--- src/rtl/gelato_issue_receiver.sv ---
// gelato_issue_receiver: execute-unit end of the issue-instruction channel.
//   Captures instruction+operand tokens posted by the operand collector, acknowledges
//   each with a one-cycle issue_ack pulse, buffers them in a DEPTH-entry FIFO and
//   presents the head entry first-word-fall-through on a valid/ready handshake.
// Ports:
//   clk, rst_n (async, active low), flush (sync discard of buffered entries)
//   issue_valid/issue_inst/issue_src in, issue_ack out        : producer side
//   exec_valid/exec_inst/exec_src out, exec_ready in          : execute side
//   count out                                                 : occupancy 0..DEPTH
//   stat_accepted/stat_stall out                              : only with GELATO_ISSUE_STATS_EN
// Optional feature macro: GELATO_ISSUE_STATS_EN (statistics counters and their ports).

`ifndef RS_INDEX
`define RS_INDEX 3
`endif

package gelato_issue_pkg;
    localparam int unsigned XLEN  = 32;
    localparam int unsigned LANES = 2;
    localparam int unsigned NSRC  = `RS_INDEX;

    typedef struct packed {
        logic [6:0]  opcode;
        logic [4:0]  rd;
        logic [3:0]  warp_id;
        logic [15:0] imm;
    } inst_t;

    typedef logic [LANES*XLEN-1:0] warp_reg_t;
    typedef warp_reg_t [NSRC-1:0]  src_t;

    typedef struct packed {
        inst_t inst;
        src_t  src;
    } entry_t;
endpackage

module gelato_issue_receiver
    import gelato_issue_pkg::*;
#(
    parameter int unsigned DEPTH  = 4     // power of two, >= 2
`ifdef GELATO_ISSUE_STATS_EN
    ,
    parameter int unsigned STAT_W = 32
`endif
) (
    input  logic                    clk,
    input  logic                    rst_n,
    input  logic                    flush,
    input  logic                    issue_valid,
    input  inst_t                   issue_inst,
    input  src_t                    issue_src,
    output logic                    issue_ack,
    output logic                    exec_valid,
    input  logic                    exec_ready,
    output inst_t                   exec_inst,
    output src_t                    exec_src,
    output logic [$clog2(DEPTH):0]  count
`ifdef GELATO_ISSUE_STATS_EN
    ,
    output logic [STAT_W-1:0]       stat_accepted,
    output logic [STAT_W-1:0]       stat_stall
`endif
);

    localparam int unsigned PTR_W = $clog2(DEPTH);
    localparam int unsigned CNT_W = PTR_W + 1;
    localparam logic [CNT_W-1:0] DEPTH_C = CNT_W'(DEPTH);

    // Storage is deliberately not reset; head contents are don't-care while empty.
    entry_t             mem_q [DEPTH];

    logic [PTR_W-1:0]   wr_ptr_q, wr_ptr_d;
    logic [PTR_W-1:0]   rd_ptr_q, rd_ptr_d;
    logic [CNT_W-1:0]   count_q, count_d;
    logic               issue_ack_q, issue_ack_d;
    logic               exec_valid_q, exec_valid_d;
    logic               pop, acc, full;
    entry_t             wr_entry;
    entry_t             head;

`ifdef GELATO_ISSUE_STATS_EN
    logic [STAT_W-1:0]  stat_acc_q, stat_acc_d;
    logic [STAT_W-1:0]  stat_stall_q, stat_stall_d;
`endif

    // Next-state: accept/pop decision, pointer and occupancy update.
    always_comb begin
        full         = (count_q == DEPTH_C);
        pop          = exec_valid_q & exec_ready & ~flush;
        // The ack cycle never accepts: valid is still the token just captured.
        acc          = issue_valid & ~issue_ack_q & ~flush & (~full | pop);
        wr_entry     = '{inst: issue_inst, src: issue_src};
        wr_ptr_d     = wr_ptr_q;
        rd_ptr_d     = rd_ptr_q;
        count_d      = count_q;
        if (flush) begin
            wr_ptr_d = '0;
            rd_ptr_d = '0;
            count_d  = '0;
        end else begin
            if (acc) wr_ptr_d = wr_ptr_q + PTR_W'(1);
            if (pop) rd_ptr_d = rd_ptr_q + PTR_W'(1);
            count_d = count_q + CNT_W'(acc) - CNT_W'(pop);
        end
        issue_ack_d  = acc;
        exec_valid_d = (count_d != '0);
`ifdef GELATO_ISSUE_STATS_EN
        stat_acc_d   = stat_acc_q + STAT_W'(acc);
        stat_stall_d = stat_stall_q
                     + STAT_W'(issue_valid & ~issue_ack_q & ~flush & ~acc);
`endif
    end

    // Control state.
    always_ff @(posedge clk or negedge rst_n) begin
        if (!rst_n) begin
            wr_ptr_q     <= '0;
            rd_ptr_q     <= '0;
            count_q      <= '0;
            issue_ack_q  <= 1'b0;
            exec_valid_q <= 1'b0;
`ifdef GELATO_ISSUE_STATS_EN
            stat_acc_q   <= '0;
            stat_stall_q <= '0;
`endif
        end else begin
            wr_ptr_q     <= wr_ptr_d;
            rd_ptr_q     <= rd_ptr_d;
            count_q      <= count_d;
            issue_ack_q  <= issue_ack_d;
            exec_valid_q <= exec_valid_d;
`ifdef GELATO_ISSUE_STATS_EN
            stat_acc_q   <= stat_acc_d;
            stat_stall_q <= stat_stall_d;
`endif
        end
    end

    // Token storage, written only on the accept edge.
    always_ff @(posedge clk) begin
        if (acc) mem_q[wr_ptr_q] <= wr_entry;
    end

    // First-word-fall-through head read.
    always_comb begin
        head = mem_q[rd_ptr_q];
    end

    assign issue_ack  = issue_ack_q;
    assign exec_valid = exec_valid_q;
    assign exec_inst  = head.inst;
    assign exec_src   = head.src;
    assign count      = count_q;
`ifdef GELATO_ISSUE_STATS_EN
    assign stat_accepted = stat_acc_q;
    assign stat_stall    = stat_stall_q;
`endif

endmodule

--- config.mk ---
export PLATFORM = sky130hd
export DESIGN_NAME = gelato_issue_receiver
export DESIGN_NICKNAME = d
export VERILOG_FILES = /design/src/rtl/gelato_issue_receiver.sv
export SDC_FILE = /design/constraint.sdc
export NUM_CORES = 1
export LEC_CHECK = 0
export CELL_PAD_IN_SITES_DETAIL_PLACEMENT = 0
export CELL_PAD_IN_SITES_GLOBAL_PLACEMENT = 1
export CORE_UTILIZATION = 52
export DETAILED_ROUTE_END_ITERATION = 8
export PLACE_DENSITY = 0.82
export SLEW_MARGIN = 25
export SYNTH_ARGS = -nofsm -noshare
export SYNTH_HDL_FRONTEND = slang
export SYNTH_SLANG_ARGS = --single-unit
--- constraint.sdc ---
create_clock -name clk -period 13.7 [get_ports clk]
set_input_delay 2.055 -clock clk [delete_from_list [all_inputs] [get_ports clk]]
set_output_delay 2.055 -clock clk [all_outputs]
set_load 0.01 [all_outputs]
==> impl_metrics.yaml, run 1 <==
cts:
  cts_buffers: 89
  cts.clk_slew.worst_paths_ns: 0.06
  h-tree-depth: 3
  cts_tree: "yes"
  cts.sinks: 905
  cts-root-buf: "clkbuf_16"
  clkLatencyLatePin_ns: 0.62
  cts_setup_buffers: 0
  postCtsHoldBufs: 0
  post_cts_resized: 0
  clk_path_buf_depth: 3
synthesis:
  syn_inst: 1220
  yosysWarnings: 0
  syn-num-nets: 1456
  ys_seq_elements: 905
  yosys.area.top_type: "edfxtp_1"
  synth_top_area_share_pct: 81.9
  synthDistinctLibCells: 24
  synth_area_leaders: "edfxtp_1 (82%), mux4_2 (15%), dfrtp_1 (0.69%), buf_6 (0.58%), buf_2 (0.41%)"
  ys_seq_area_share_pct: 82.6
  synth.cell_area_mm2: 0.0328
  avgSynthCellArea_um2: 26.9
  synthArstFlopShare_pct: 0.994
  synthFlopType: "edfxtp_1"
  yosysMostFrequentCell: "edfxtp_1"
  synth_enable_flop_cells: 896
  yosys-top-cells-count: "edfxtp_1 (896), mux4_2 (224), buf_2 (27), buf_6 (17), dfrtp_1 (9)"
power_and_ir_drop:
  seqPwrFrac_pct: 48.5
  p_clk_share_pct: 34.4
  p_sw_share_pct: 23.1
  combPwrFrac_pct: 17.1
  p_sw_mw: 1.55
  internal-power_mw: 5.17
  peakVddDrop_uv: 124
  p_leak_nw: 12.8
  p_per_area_mw_per_mm2: 164
worst_setup_path:
  cp_top_family: "buffers and inverters"
  cp_data_arrival_time_ns: 4.17
  r2r_end: "mem_q[1][90]$_DFFE_PP_"
  cp_max_fo: 67
  timing.critical_path.buf_inv: 3
  worst-setup-path-type: "register to output port"
  cp-end-kind: "output port"
  reg2reg_slack_ns: 9.83
  path_cells: "buf_4 > buf_4 > mux4_2 > clkdlybuf4s50_1"
  worst_path_largest_cell_delay_ns: 0.86
  critPathLaunchType: "register"
  crit_required_ns: 11.64
  r2r_cells: 5
  cp_common_cell: "buf_4"
  slowest_stage: "dfrtp_4"
  r2r-start: "count[2]$_DFF_PN0_"
run_status:
  status: "finished clean"
die:
  die_h_um: 253
  die_x_um: 253
  io_pins: 458
  die_area_mm2: 0.0642
  core.rowCount: 91
  start_util_pct: 52.9
  core-area_mm2: 0.0621
route:
  viasPerCell: 5.54
  vias: 14700
  drc: 0
  initialDrtViolationCount: 1080
  ant_nets: 0
  firstDrtPassIters: 4
  wirelength_mm: 65.4
  routedWlPerCell_um: 24.7
worst_hold_path:
  holdPathEnd: "count[2]$_DFF_PN0_"
  hold-path-cell-count: 2
  hold_class: "register to register"
  hold_start: "count[2]$_DFF_PN0_"
layout:
  drive_gt1_share_pct: 20.4
  final_nets: 1971
  area_delta_synth_final_pct: 25.1
sta:
  setup_viol: 0
  holdWs_ns: 0.682
  slew_headroom_pct: 30.2
  finalHoldViolCount: 0
  fmax_mhz: 161
  fin_skew_ns: 0.0154
  period_needed_ns: 6.23
  finalCritPeriodShare_pct: 45.5
  tightest_slew_ns: 1.05
  maxSlewViolCount: 0
  tns_ns: 0
  rsz0062_at_grt: "false"
placed_design:
  post-dp-hpwl_mm: 38.9
  port_buffers: 457
  gp_congestion: 0.766
job:
  timing.max_cap.violations: 0
global_route:
  grt_overflow: 0
  grt_pass1_wl_mm: 97.0
  track_usage_pct: 20.7
  grt_pass1_vias: 15700
  antenna_found_initial: 10
  grt_max_degree: 110
[power by group through the flow]
stage                     Sequential [mW]  Clock [mW]  Combinational, mW
final                                3.26        2.31               1.15
after global routing                 3.27        2.46               1.22
after CTS                            3.26        2.36               1.17
after detailed placement             3.32           0               1.16
after global placement               3.31           0               1.16
after floorplan                      3.32           0              0.614
[cell type report]
type	instances	area, um^2
multi-input cells	258	5340
clock inverters	52	409
well taps	837	1050
repair buffers	475	4730
fillers	3800	21000
inverters	6	22.5
clock buffers	111	2370
diodes	5	12.5
flip-flops and latches	905	27100
[routing by layer]
| metal | share of wire, % | track usage (%) | vias to the layer above |
|---|---|---|---|
| met5 | 0.20 | 0 | - |
| met4 | 1.4 | 5.63 | 18 |
| met3 | 9.0 | 6.28 | 80 |
| met2 | 50 | 33.4 | 549 |
| met1 | 39 | 27.5 | 7669 |
| li1 | - | - | 6356 |
[worst reg2reg max path, stage by stage (launching register included)]
cell,delay [ns]
dfrtp_1,0.41
nor3b_1,0.21
a211oi_2,0.44
and2_4,0.68
buf_4,0.77
buf_4,0.89
[per-stage QoR]
stage / util [%] / cells / power, mW / worst slack (ns) / cell area (um^2)
CTS: 66.2 / 2644 / 6.80 / 7.08 / 41100
detailed placement: 61.7 / 2481 / 4.48 / 7.72 / 38300
global route: 66.2 / 2645 / 6.95 / 7.21 / 41100
global placement: 61.7 / 2481 / 4.47 / 7.78 / 38300
floorplan: - / 1220 / 3.94 / 5.45 / 32800
finish: 66.2 / 2649 / 6.72 / 7.47 / 41100
[flip-flops by register name (all words and copies together) (netlist names)]
name	cells
issue_ack	1
count	3
mem_q	896
rd_ptr_q	2
wr_ptr_q	2
exec_valid	1
[cells in the final DEF (no fill, tap or decap)]
cell type / instances
edfxtp_1: 896
clkdlybuf4s50_1: 457
mux4_2: 224
clkbuf_16: 92
clkinv_1: 25
clkbuf_1: 19
buf_4: 16
clkinv_2: 15
dfrtp_1: 7
inv_1: 6
ha_1: 6
diode_2: 5
nor2_1: 5
bufinv_16: 5
and2_4: 4
nor2b_1: 3
and3_1: 2
a2111oi_0: 2
a211o_1: 2
xor2_1: 2
inv_16: 2
inv_6: 2
dfrtp_4: 2
nand2_1: 1
nor3b_1: 1
nand2b_1: 1
a211oi_2: 1
xnor3_1: 1
or3_1: 1
nand3_1: 1
fa_1: 1
clkinv_4: 1
clkinv_8: 1
clkinvlp_4: 1
buf_12: 1
buf_6: 1
[cells by family (layout without fill, tap and decap cells)]
family	after synthesis	after routing	synth area share [%]
multiplexers	224	224	15.4
AND/OR/NAND/NOR	19	19	0.316
buffers and inverters	57	644	1.15
AO/OA/AOI/OAI	5	5	0.145
other	0	5	0
XOR/XNOR	3	3	0.122
adder cells (fa/ha/maj)	7	7	0.290
flip-flops	905	905	82.6
[worst max path at each step]
| stage | startpoint | end | slack, ns | cells past startpoint |
|---|---|---|---|---|
| final | rd_ptr_q[1]$_DFFE_PN0P_ | exec_src[146] | 7.47 | 4 |
| after global routing | rd_ptr_q[0]$_DFFE_PN0P_ | exec_src[171] | 7.21 | 4 |
| after CTS | rd_ptr_q[0]$_DFFE_PN0P_ | exec_src[171] | 7.08 | 4 |
| after detailed placement | exec_ready | mem_q[1][90]$_DFFE_PP_ | 7.72 | 6 |
| after global placement | exec_ready | mem_q[1][109]$_DFFE_PP_ | 7.78 | 6 |
| after floorplan | flush | mem_q[0][0]$_DFFE_PP_ | 5.45 | 3 |
Note: power is estimated with default switching activity, not from simulation.
==> inputs of run 2 (changes only) <==
--- a/config.mk
+++ b/config.mk
@@ -7,9 +7,9 @@
 export LEC_CHECK = 0
 export CELL_PAD_IN_SITES_DETAIL_PLACEMENT = 0
 export CELL_PAD_IN_SITES_GLOBAL_PLACEMENT = 1
-export CORE_UTILIZATION = 52
+export CORE_UTILIZATION = 43
 export DETAILED_ROUTE_END_ITERATION = 8
-export PLACE_DENSITY = 0.82
+export PLACE_DENSITY = 0.72
 export SLEW_MARGIN = 25
 export SYNTH_ARGS = -nofsm -noshare
 export SYNTH_HDL_FRONTEND = slang
==> constraint.sdc (replaced) <==
create_clock -name clk -period 5.5 [get_ports clk]
set_input_delay 0.825 -clock clk [delete_from_list [all_inputs] [get_ports clk]]
set_output_delay 0.825 -clock clk [all_outputs]
set_load 0.01 [all_outputs]
==> impl_metrics.yaml, run 2 (synthesis gave the netlist of run 1 again) <==
sta:
  finalCritPeriodShare_pct: 72.8
  tightest_slew_ns: 0.951
  tns_ns: 0
  maxSlewViolCount: 0
  fin_skew_ns: 0.0267
  fmax_mhz: 250
  holdWs_ns: 0.497
  rsz0062_at_grt: "false"
  finalHoldViolCount: 0
  period_needed_ns: 4.00
  setup_viol: 0
  slew_headroom_pct: 36.6
die:
  io_pins: 458
  die_x_um: 278
  core-area_mm2: 0.0749
  die_h_um: 278
  core.rowCount: 100
  start_util_pct: 43.8
  die_area_mm2: 0.0775
worst_setup_path:
  timing.critical_path.buf_inv: 2
  crit_start: "rd_ptr_q[1]$_DFFE_PN0P_"
  slowest_stage: "dfrtp_4"
  crit_required_ns: 4.68
  path_cells: "buf_4 > mux4_2 > clkdlybuf4s50_1"
  r2r-start: "count[1]$_DFF_PN0_"
  worst-setup-path-type: "register to output port"
  cp_data_arrival_time_ns: 3.18
  cp_max_fo: 46
  critPathLaunchType: "register"
  worst_path_largest_cell_delay_ns: 0.96
  cp-end-kind: "output port"
  cp_top_family: "buffers and inverters"
cts:
  cts_setup_buffers: 0
  clkLatencyLatePin_ns: 0.64
  post_cts_resized: 0
  cts-root-buf: "clkbuf_16"
  h-tree-depth: 3
  cts.clk_slew.worst_paths_ns: 0.06
  cts_tree: "yes"
  postCtsHoldBufs: 0
  clk_path_buf_depth: 3
  cts_buffers: 92
  cts.sinks: 905
layout:
  drive_gt1_share_pct: 21.6
  design_area_mm2: 0.0418
  largest_reg_flops: 896
  final_cell_mix: "edfxtp_1 (896), clkdlybuf4s50_1 (457), mux4_2 (224), clkbuf_16 (94), buf_4 (27)"
  top_register: "mem_q"
  area_delta_synth_final_pct: 27.2
  final_nets: 2000
  utilization_pct: 55.7
  final_common_cell: "edfxtp_1"
route:
  vias: 14700
  viasPerCell: 5.25
  wirelength_mm: 66.6
  ant_nets: 0
  firstDrtPassIters: 4
  initialDrtViolationCount: 1123
  routedWlPerCell_um: 23.7
  drc: 0
power_and_ir_drop:
  p_leak_nw: 13.1
  p_sw_mw: 3.91
  combPwrFrac_pct: 17.3
  p_sw_share_pct: 23.0
  peakVddDrop_uv: 291
  p_per_area_mw_per_mm2: 407
  p_clk_share_pct: 35.1
  seqPwrFrac_pct: 47.6
  internal-power_mw: 13.1
  power_mw: 17.0
placed_design:
  port_buffers: 457
  post-dp-hpwl_mm: 41.2
  gp_congestion: 0.772
  placed_cell_area_mm2: 0.0388
global_route:
  grt_overflow: 0
  grt_pass1_vias: 15900
  antenna_found_initial: 16
  track_usage_pct: 17.2
  grt_max_degree: 76
  grt_pass1_wl_mm: 99.7
worst_hold_path:
  hold_class: "primary input to async pin"
run_status:
  status: "finished clean"
job:
  timing.max_cap.violations: 0
[run 2: changes by cell type in the layout (fill, tap and decap cells not counted), moves of 2 or more]
cell        delta
clkinvlp_4     +2
buf_4         +11
clkinv_1       -4
clkinv_16      +3
inv_6          -2
buf_12        +16
bufinv_16      +2
clkbuf_16      +2
clkbuf_1       +3
[run 2: final cells by class]
type                       count  area [um^2]
multi-input combinational    258         5340
fill                        5432        33200
inverter                       6         22.5
timing repair buffer         501         5120
clock inverter                49          492
antenna                        5         12.5
tap                          969         1210
clock buffer                 116         2430
sequential                   905        27100
[run 2: worst paths after layout]
check | to | slack, ns | depth (start not counted)
setup reg to reg | exec_valid$_DFF_PN0_ | 2.67 | 11
hold reg to reg | rd_ptr_q[1]$_DFFE_PN0P_ | 0.69 | 3
max in group asynchronous | rd_ptr_q[1]$_DFFE_PN0P_ | 4.66 | 1
min in group clk | rd_ptr_q[1]$_DFFE_PN0P_ | 0.69 | 3
hold / removal | exec_valid$_DFF_PN0_ | 0.50 | 1
setup / recovery | exec_src[190] | 1.50 | 3
[run 2: per-layer routing]
layer / global-route usage, % / vias to the layer above / routed length [um]
li1: - / 6403 / -
met1: 22.5 / 7747 / 27200
met2: 27.4 / 452 / 32300
met3: 6.17 / 120 / 5550
met4: 5.01 / 24 / 1420
met5: 0 / - / 152
[run 2: per-stage QoR]
stage / instances / setup slack [ns]
2_1_floorplan: 1220 / 0.981
3_3_place_gp: 2639 / 1.94
3_5_place_dp: 2639 / 1.86
4_1_cts: 2804 / 1.39
5_1_grt: 2805 / 1.31
6_report: 2809 / 1.50
[run 2: power groups by stage]
stage	clock, mW	combinational [mW]	sequential [mW]
4_1_cts	6.11	3.02	8.10
3_5_place_dp	0	3.00	8.25
5_1_grt	6.35	3.14	8.13
6_report	5.97	2.94	8.10
2_1_floorplan	0	1.53	8.22
3_3_place_gp	0	3.00	8.22
[run 2: worst register-to-register path, stage by stage (launching register included)]
cell	delay, ns
dfrtp_1	0.44
nor3b_1	0.51
a211oi_2	0.22
inv_1	0.10
ha_1	0.22
inv_1	0.06
ha_1	0.13
inv_1	0.05
fa_1	0.39
xnor3_1	0.22
nor2_1	0.05
or3_1	0.32
==> inputs of run 3 (changes only) <==
--- a/config.mk
+++ b/config.mk
@@ -7,9 +7,9 @@
 export LEC_CHECK = 0
 export CELL_PAD_IN_SITES_DETAIL_PLACEMENT = 0
 export CELL_PAD_IN_SITES_GLOBAL_PLACEMENT = 1
-export CORE_UTILIZATION = 43
+export CORE_UTILIZATION = 48
 export DETAILED_ROUTE_END_ITERATION = 8
-export PLACE_DENSITY = 0.72
+export PLACE_DENSITY = 0.76
 export SLEW_MARGIN = 25
 export SYNTH_ARGS = -nofsm -noshare
 export SYNTH_HDL_FRONTEND = slang
==> constraint.sdc (replaced) <==
create_clock -name clk -period 3.7 [get_ports clk]
set_input_delay 0.555 -clock clk [delete_from_list [all_inputs] [get_ports clk]]
set_output_delay 0.555 -clock clk [all_outputs]
set_load 0.01 [all_outputs]
==> impl_metrics.yaml, run 3 (synthesis gave the netlist of run 1 again) <==
sta:
  period_needed_ns: 3.38
  fin_skew_ns: 0.0361
  finalCritPeriodShare_pct: 91.4
  setup_viol: 0
  finalHoldViolCount: 0
  fmax_mhz: 296
  tns_ns: 0
  tightest_slew_ns: 0.663
  final.setup.worst_slack_ns: 0.318
  slew_headroom_pct: 55.8
  maxSlewViolCount: 0
  rsz0062_at_grt: "false"
placed_design:
  place_ws_ns: 0.302
  gp_congestion: 0.777
  port_buffers: 457
  post-dp-hpwl_mm: 42.7
  dp_cells: 2561
  placed_cell_area_mm2: 0.0390
global_route:
  grt_pass1_wl_mm: 101
  grt_max_degree: 83
  track_usage_pct: 19.6
  antenna_found_initial: 16
  grt_pass1_vias: 16000
  grt_overflow: 0
die:
  die_h_um: 264
  core.rowCount: 95
  die_area_mm2: 0.0695
  core-area_mm2: 0.0674
  io_pins: 458
  start_util_pct: 48.7
  die_x_um: 264
layout:
  final_common_cell: "edfxtp_1"
  largest_reg_flops: 896
  top_register: "mem_q"
  finalNonFillerCells: 2731
  area_delta_synth_final_pct: 27.6
  final_cell_mix: "edfxtp_1 (896), clkdlybuf4s50_1 (457), mux4_2 (224), clkbuf_16 (94), buf_4 (32)"
  drive_gt1_share_pct: 22.6
  final_nets: 2017
  design_area_mm2: 0.0419
cts:
  clk_path_buf_depth: 3
  cts.clk_slew.worst_paths_ns: 0.06
  cts-root-buf: "clkbuf_16"
  cts_setup_buffers: 0
  post_cts_resized: 0
  cts.sinks: 905
  h-tree-depth: 3
  postCtsHoldBufs: 0
  cts_buffers: 91
  cts_tree: "yes"
  clkLatencyLatePin_ns: 0.64
power_and_ir_drop:
  peakVddDrop_uv: 500
  p_per_area_mw_per_mm2: 604
  p_sw_share_pct: 23.1
  p_clk_share_pct: 34.9
  seqPwrFrac_pct: 47.4
  internal-power_mw: 19.5
  p_sw_mw: 5.85
  combPwrFrac_pct: 17.7
  p_leak_nw: 13.2
worst_setup_path:
  worst-setup-path-type: "register to output port"
  cp_common_cell: "buf_12"
  timing.critical_path.buf_inv: 3
  critPathLaunchType: "register"
  cp_max_fo: 49
  cp_top_family: "buffers and inverters"
  crit_required_ns: 3.14
  r2r_cells: 11
  cp-end-kind: "output port"
  worstSetupPathDepth: 4
  path_cells: "buf_12 > buf_12 > mux4_2 > clkdlybuf4s50_1"
  cp_data_arrival_time_ns: 2.83
  worst_path_largest_cell_delay_ns: 0.56
  slowest_stage: "mux4_2"
route:
  drc: 0
  firstDrtPassIters: 5
  routedWlPerCell_um: 24.7
  initialDrtViolationCount: 944
  wirelength_mm: 67.4
  vias: 15000
  ant_nets: 0
  viasPerCell: 5.48
job:
  timing.max_cap.violations: 0
run_status:
  status: "finished clean"
worst_hold_path:
  hold_class: "primary input to async pin"
run 3: cell count changes in the layout (fill, tap and decap cells not counted):
cell        before  now
diode_2          5    6
clkbuf_1        22   20
clkinv_16        3    1
buf_12          17   30
buf_4           27   32
inv_6            0    2
clkinvlp_4       3    2
clkbuf_8         0    1
clkinv_1        21   19
bufinv_16        7    6
inv_16           1    3
clkinv_2        14   16
run 3: cell type report:
cell class	count	area [um^2]
diodes	6	15.0
clock inverters	49	454
multi-input cells	258	5340
clock buffers	115	2440
well taps	873	1090
fillers	4493	25500
flip-flops and latches	905	27100
inverters	6	22.5
repair buffers	519	5420
run 3: layer usage:
metal | global-route usage (%) | vias to the layer above | share of wire [%]
met1 | 25.7 | 7855 | 40
li1 | - | 6460 | -
met4 | 5.90 | 24 | 2.1
met3 | 7.49 | 117 | 9.5
met5 | 0 | - | 0.22
met2 | 30.5 | 512 | 48
run 3: worst register-to-register path, stage by stage (launching register included):
cell	delay, ns
dfrtp_1	0.44
nor3b_1	0.52
a211oi_2	0.23
inv_1	0.10
ha_1	0.22
inv_1	0.06
ha_1	0.13
inv_1	0.05
fa_1	0.39
xnor3_1	0.24
nor2_1	0.06
or3_1	0.31
run 3: through the flow:
stage | utilization [%] | hold slack (ns) | power [mW]
2_1_floorplan | - | 0.259 | 14.5
3_3_place_gp | 57.9 | 0.678 | 16.7
3_5_place_dp | 57.9 | 0.683 | 16.8
4_1_cts | 62.2 | 0.209 | 25.6
6_report | 62.2 | 0.236 | 25.3
5_1_grt | 62.2 | 0.245 | 26.2
run 3: power groups by stage:
stage	Clock, mW	Combinational (mW)	Sequential, mW
2_1_floorplan	0	2.28	12.2
3_3_place_gp	0	4.54	12.2
3_5_place_dp	0	4.56	12.2
4_1_cts	9.06	4.58	12.0
5_1_grt	9.44	4.75	12.0
6_report	8.83	4.48	12.0
run 3: worst paths after layout:
path | startpoint | to | slack, ns
max reg2reg | count[1]$_DFF_PN0_ | exec_valid$_DFF_PN0_ | 0.84
max in group asynchronous | rst_n | rd_ptr_q[0]$_DFFE_PN0P_ | 3.14
min | rst_n | wr_ptr_q[0]$_DFFE_PN0P_ | 0.24
max | rd_ptr_q[0]$_DFFE_PN0P_ | exec_src[121] | 0.32
min reg2reg | exec_valid$_DFF_PN0_ | rd_ptr_q[1]$_DFFE_PN0P_ | 0.70
min in group clk | issue_src[30] | mem_q[1][30]$_DFFE_PP_ | 0.54
